**src/rtl/capture_ctrl.sv**
```systemverilog
// Logic-analyzer acquisition front end: fills a circular sample buffer with pre-trigger
// history, waits for a masked trigger, captures post-trigger samples, then paces readout.
module capture_ctrl #(
    parameter int DATA_WIDTH  = 8,
    parameter int ADDR_WIDTH  = 4,
    parameter int MEMORY_SIZE = 16,
    parameter int POST_TRIG   = 8
) (
    input  logic                  clk,
    input  logic                  reset,
    input  logic                  arm,
    input  logic                  abort,
    input  logic [DATA_WIDTH-1:0] i_data,
    input  logic [DATA_WIDTH-1:0] trig_value,
    input  logic [DATA_WIDTH-1:0] trig_mask,
    input  logic                  rd_ready,
    output logic                  mem_we,
    output logic [DATA_WIDTH-1:0] mem_wdata,
    output logic [ADDR_WIDTH-1:0] waddr,
    output logic                  read_enable,
    output logic [ADDR_WIDTH-1:0] trig_addr,
    output logic                  triggered,
    output logic                  busy,
    output logic                  done
);
    localparam int PRE_LEN = MEMORY_SIZE - POST_TRIG;
    localparam int CW      = ADDR_WIDTH + 1;

    // Terminal counts: the count value seen during the final write/beat of each phase.
    localparam logic [CW-1:0] PRE_LAST  = CW'(PRE_LEN - 1);
    localparam logic [CW-1:0] POST_LAST = CW'(POST_TRIG - 1);
    localparam logic [CW-1:0] BEAT_LAST = CW'(MEMORY_SIZE - 1);

    typedef enum logic [2:0] {
        IDLE    = 3'd0,
        PRE     = 3'd1,
        ARMED   = 3'd2,
        POST    = 3'd3,
        READOUT = 3'd4
    } state_t;

    state_t                state, state_n;
    logic [ADDR_WIDTH-1:0] wptr;
    logic [CW-1:0]         pre_cnt, post_cnt, beat_cnt;
    logic                  match, start, trig_hit, finish;

    assign match = ((i_data ^ trig_value) & trig_mask) == '0;

    always_ff @(posedge clk or negedge reset) begin
        if (!reset) state <= IDLE;
        else        state <= state_n;
    end

    always_comb begin
        state_n  = state;
        start    = 1'b0;
        trig_hit = 1'b0;
        finish   = 1'b0;
        if (abort) begin
            state_n = IDLE;
        end else begin
            case (state)
                IDLE: begin
                    if (arm) begin
                        start = 1'b1;
                        if (PRE_LEN == 0) state_n = ARMED;
                        else              state_n = PRE;
                    end
                end
                // Compare is deliberately not looked at here, even on the last PRE write.
                PRE: begin
                    if (pre_cnt == PRE_LAST) state_n = ARMED;
                end
                ARMED: begin
                    if (match) begin
                        trig_hit = 1'b1;
                        if (POST_TRIG == 1) state_n = READOUT;
                        else                state_n = POST;
                    end
                end
                POST: begin
                    if (post_cnt == POST_LAST) state_n = READOUT;
                end
                READOUT: begin
                    if (rd_ready && beat_cnt == BEAT_LAST) begin
                        finish  = 1'b1;
                        state_n = IDLE;
                    end
                end
                default: state_n = IDLE;
            endcase
        end
    end

    assign mem_we      = (state == PRE) || (state == ARMED) || (state == POST);
    assign mem_wdata   = i_data;
    assign waddr       = wptr;
    assign read_enable = (state == READOUT) && rd_ready;
    assign busy        = (state != IDLE);

    // wptr wraps naturally; after the last write it sits on the oldest retained sample.
    always_ff @(posedge clk or negedge reset) begin
        if (!reset) begin
            wptr      <= '0;
            pre_cnt   <= '0;
            post_cnt  <= '0;
            beat_cnt  <= '0;
            trig_addr <= '0;
            triggered <= 1'b0;
            done      <= 1'b0;
        end else begin
            if (start) begin
                wptr      <= '0;
                pre_cnt   <= '0;
                beat_cnt  <= '0;
                triggered <= 1'b0;
                done      <= 1'b0;
            end else begin
                if (mem_we)         wptr     <= wptr + ADDR_WIDTH'(1);
                if (state == PRE)   pre_cnt  <= pre_cnt + CW'(1);
                if (read_enable)    beat_cnt <= beat_cnt + CW'(1);
            end
            if (trig_hit) begin
                trig_addr <= wptr;
                triggered <= 1'b1;
                post_cnt  <= CW'(1);
            end else if (state == POST) begin
                post_cnt  <= post_cnt + CW'(1);
            end
            if (finish) done <= 1'b1;
        end
    end

endmodule

```
**config.mk**
```make
export PLATFORM = sky130hd
export DESIGN_NAME = capture_ctrl
export DESIGN_NICKNAME = d
export VERILOG_FILES = /design/src/rtl/capture_ctrl.sv
export SDC_FILE = /design/constraint.sdc
export NUM_CORES = 1
export LEC_CHECK = 0
export CAP_MARGIN = 20
export CORE_ASPECT_RATIO = 0.7
export CORE_MARGIN = 4
export CORE_UTILIZATION = 49
export CTS_CLUSTER_DIAMETER = 120
export DETAILED_ROUTE_END_ITERATION = 8
export PLACE_DENSITY = 0.85
export RECOVER_POWER = 100
export SLEW_MARGIN = 5
export SYNTH_ARGS = -nofsm -noshare
export SYNTH_HDL_FRONTEND = slang
export SYNTH_SLANG_ARGS = --single-unit
```
**constraint.sdc**
```tcl
create_clock -name clk -period 3.35 [get_ports clk]
set_clock_uncertainty 0.15 [all_clocks]
set_input_delay 0.67 -clock clk [delete_from_list [all_inputs] [get_ports clk]]
set_output_delay 0.67 -clock clk [all_outputs]
set_load 0.01 [all_outputs]
```
==> metrics.cfg <==
[power_and_ir_drop]
p_int_mw = 0.616
net-switching-power_mw = 0.269
leakagePower_nw = 0.928
powerDensity_nw_per_um2 = 441
switching_share_pct = 30.4
clock_power_share_pct = 24.5
p_seq_share_pct = 50.1
ir_drop_v = 0.000376
p_comb_share_pct = 25.4

[placed_design]
port_buffers = 49
gp_congestion = 0.797
hpwl_um = 2720

[routing]
firstDrtPassIters = 4
met2_wirelength_um = 1880
dr_wl_met3_um = 131
ant_nets = 0
routedWlPerCell_um = 15.3
wl_um = 3440
vias_per_cell = 5.22
wl_met1_um = 1410
drc = 0
drt_iter0_drc = 47
top_layer_used = met4
vias = 1174

[cts]
cts-root-buf = clkbuf_8
clk_pin_slew_worst_paths_ns = 0.09
clk_latency_ns = 0.29
hold_buffers = 0
cts_setup_buffers = 0
ctsLongestPathBuffers = 2
cts_buffers = 3
cts.sinks = 28
cts-resized-gates = 0
h-tree-depth = 1
cts_tree = built

[hold_path]
hold_class = register to register

[yosys]
ys_seq_elements = 28
synth_flop_cell = dfrtp_1
seq_area_frac_synth_pct = 45.8
yosysMostFrequentCell = dfrtp_1
yosys_warnings = 0
synth_edf_count = 0
synth_nets = 183
ys_top_cells_by_area = dfrtp_1 (46%), xor2_1 (10%), nor2_1 (4.9%)
avgSynthCellArea_um2 = 10.3
syn_inst = 149
synth.distinct_cells = 35
synthArstFlopShare_pct = 100
synth_top_area_share_pct = 45.8
ys_top_cells_by_count = dfrtp_1 (28), nor2_1 (20), xor2_1 (18)
syn_area_um2 = 1530
yosys.area.top_type = dfrtp_1

[timing]
drv_slew = 0
setup_violations = 0
fin_tns_setup_ns = 0
worst_pin_slew_ns = 1.46
timing.final.hold_violations = 0
max_freq_ghz = 0.338
finalCritPeriodShare_pct = 88.4
relSlewSlack_pct = 2.67
rsz0062_at_grt = false
holdWs_ns = 0.351
min_period_ns = 2.96

[worst_setup_path]
start_kind = input pin
worstPathRequired_ns = 2.53
cp_max_fo = 8
crit_arrival_ns = 2.14
worst_setup_path_end_kind = primary output
worstSetupPathType = input pin to primary output

[floorplanning]
fp.dieW_um = 74.8
die_y_um = 54.8
die-area_um2 = 4100
fp-row-count = 16
fp.coreArea_um2 = 2880
initial_core_util_pct = 53.1
io_pins = 50

[cells_and_area]
utilization_pct = 69.6
nNetsFinal = 224
diodes = 0
area_growth_pct = 31.2
drive_gt1_share_pct = 3.70

[outcome]
status = finished, final reports clean

[global_route]
grt_pass1_vias = 1196
gr-total-overflow = 0
antenna_found_initial = 0
grt_max_degree = 29
grt_use_total_pct = 18.5
grt_pass1_wl_um = 5550

[job]
maxCapViolations = 0

## kinds of logic (layout without fill, tap and decap cells)
group / after synthesis / after routing / share of synthesized area (%)
and+or+nand+nor: 54 / 54 / 18.0
DFF: 28 / 28 / 45.8
muxes: 6 / 6 / 5.23
adders and majority gates: 5 / 5 / 4.09
buffers and inverters: 18 / 58 / 7.36
AOI/OAI and AO/OA: 16 / 16 / 6.95
xor gates and xnor gates: 22 / 22 / 12.6
## power groups by stage
stage                     registers [mW]  clock network, mW  logic [mW]
after floorplan                    0.447                  0       0.122
after global placement             0.446                  0       0.226
after detailed placement           0.451                  0       0.240
after CTS                          0.444              0.216       0.242
after global routing               0.451              0.229       0.251
final                              0.444              0.217       0.225
## worst max-delay path: stages
cell and delay (ns):
clkdlybuf4s50_1 0.47, and3_1 0.34, dlygate4sd3_1 0.66
## sequential cells by signal, summed over array words and instances, names as in the netlist
register	count
done	1
triggered	1
pre_cnt	5
beat_cnt	5
post_cnt	5
trig_addr	4
waddr	4
state	3
## final timing paths
| check | depth (start not counted) | endpoint | slack (ns) | start |
|---|---|---|---|---|
| setup / recovery | 3 | read_enable | 0.39 | rd_ready |
| hold / removal | 1 | trig_addr[3] | 0.35 | trig_addr[3] |
| setup reg to reg | 5 | post_cnt[4] | 1.35 | state[1] |
| hold reg to reg | 1 | trig_addr[3] | 0.35 | trig_addr[3] |
| max in group asynchronous | 2 | waddr[0] | 1.10 | reset |
| min in group asynchronous | 2 | state[0] | 1.10 | reset |
## metrics by stage
stage | setup slack, ns | cell area [um2] | std cells | power, mW
global route | 0.360 | 2010 | 225 | 0.932
global placement | 0.458 | 1980 | 221 | 0.672
floorplan | 1.28 | 1530 | 149 | 0.568
finish | 0.389 | 2010 | 225 | 0.885
CTS | 0.436 | 2030 | 225 | 0.901
detailed placement | 0.443 | 1980 | 221 | 0.691
## placed cells by master (no fill, tap or decap), drive strengths merged
cell type,n
a32oi,1
o22ai,1
o21ai,2
a22oi,4
dlygate4sd3,24
nor2,21
mux2i,2
a21oi,5
and4b,1
clkbuf,5
and3b,1
nand3,1
nand3b,1
nand4,6
dfrtp,28
or3,1
clkdlybuf4s50,25
a211oi,1
a21o,1
nor3b,2
nand2,12
a32o,1
xnor2,4
ha,5
nand2b,1
xor2,18
mux2,4
nor3,3
inv,4
and4,1
and3,3
## cell type report
class	instances	area, um2
fill	228	876
sequential	28	701
multi-input combinational	103	697
timing repair buffer	50	494
clock buffer	4	55.1
tap	36	45.0
inverter	4	15.0
## routing by layer
metal	global-route usage (%)	up-vias
met3	4.40	3
met1	20.2	574
met5	0	-
li1	-	579
met4	4.44	0
met2	36.4	18
Note: power is estimated with default switching activity, not from simulation.
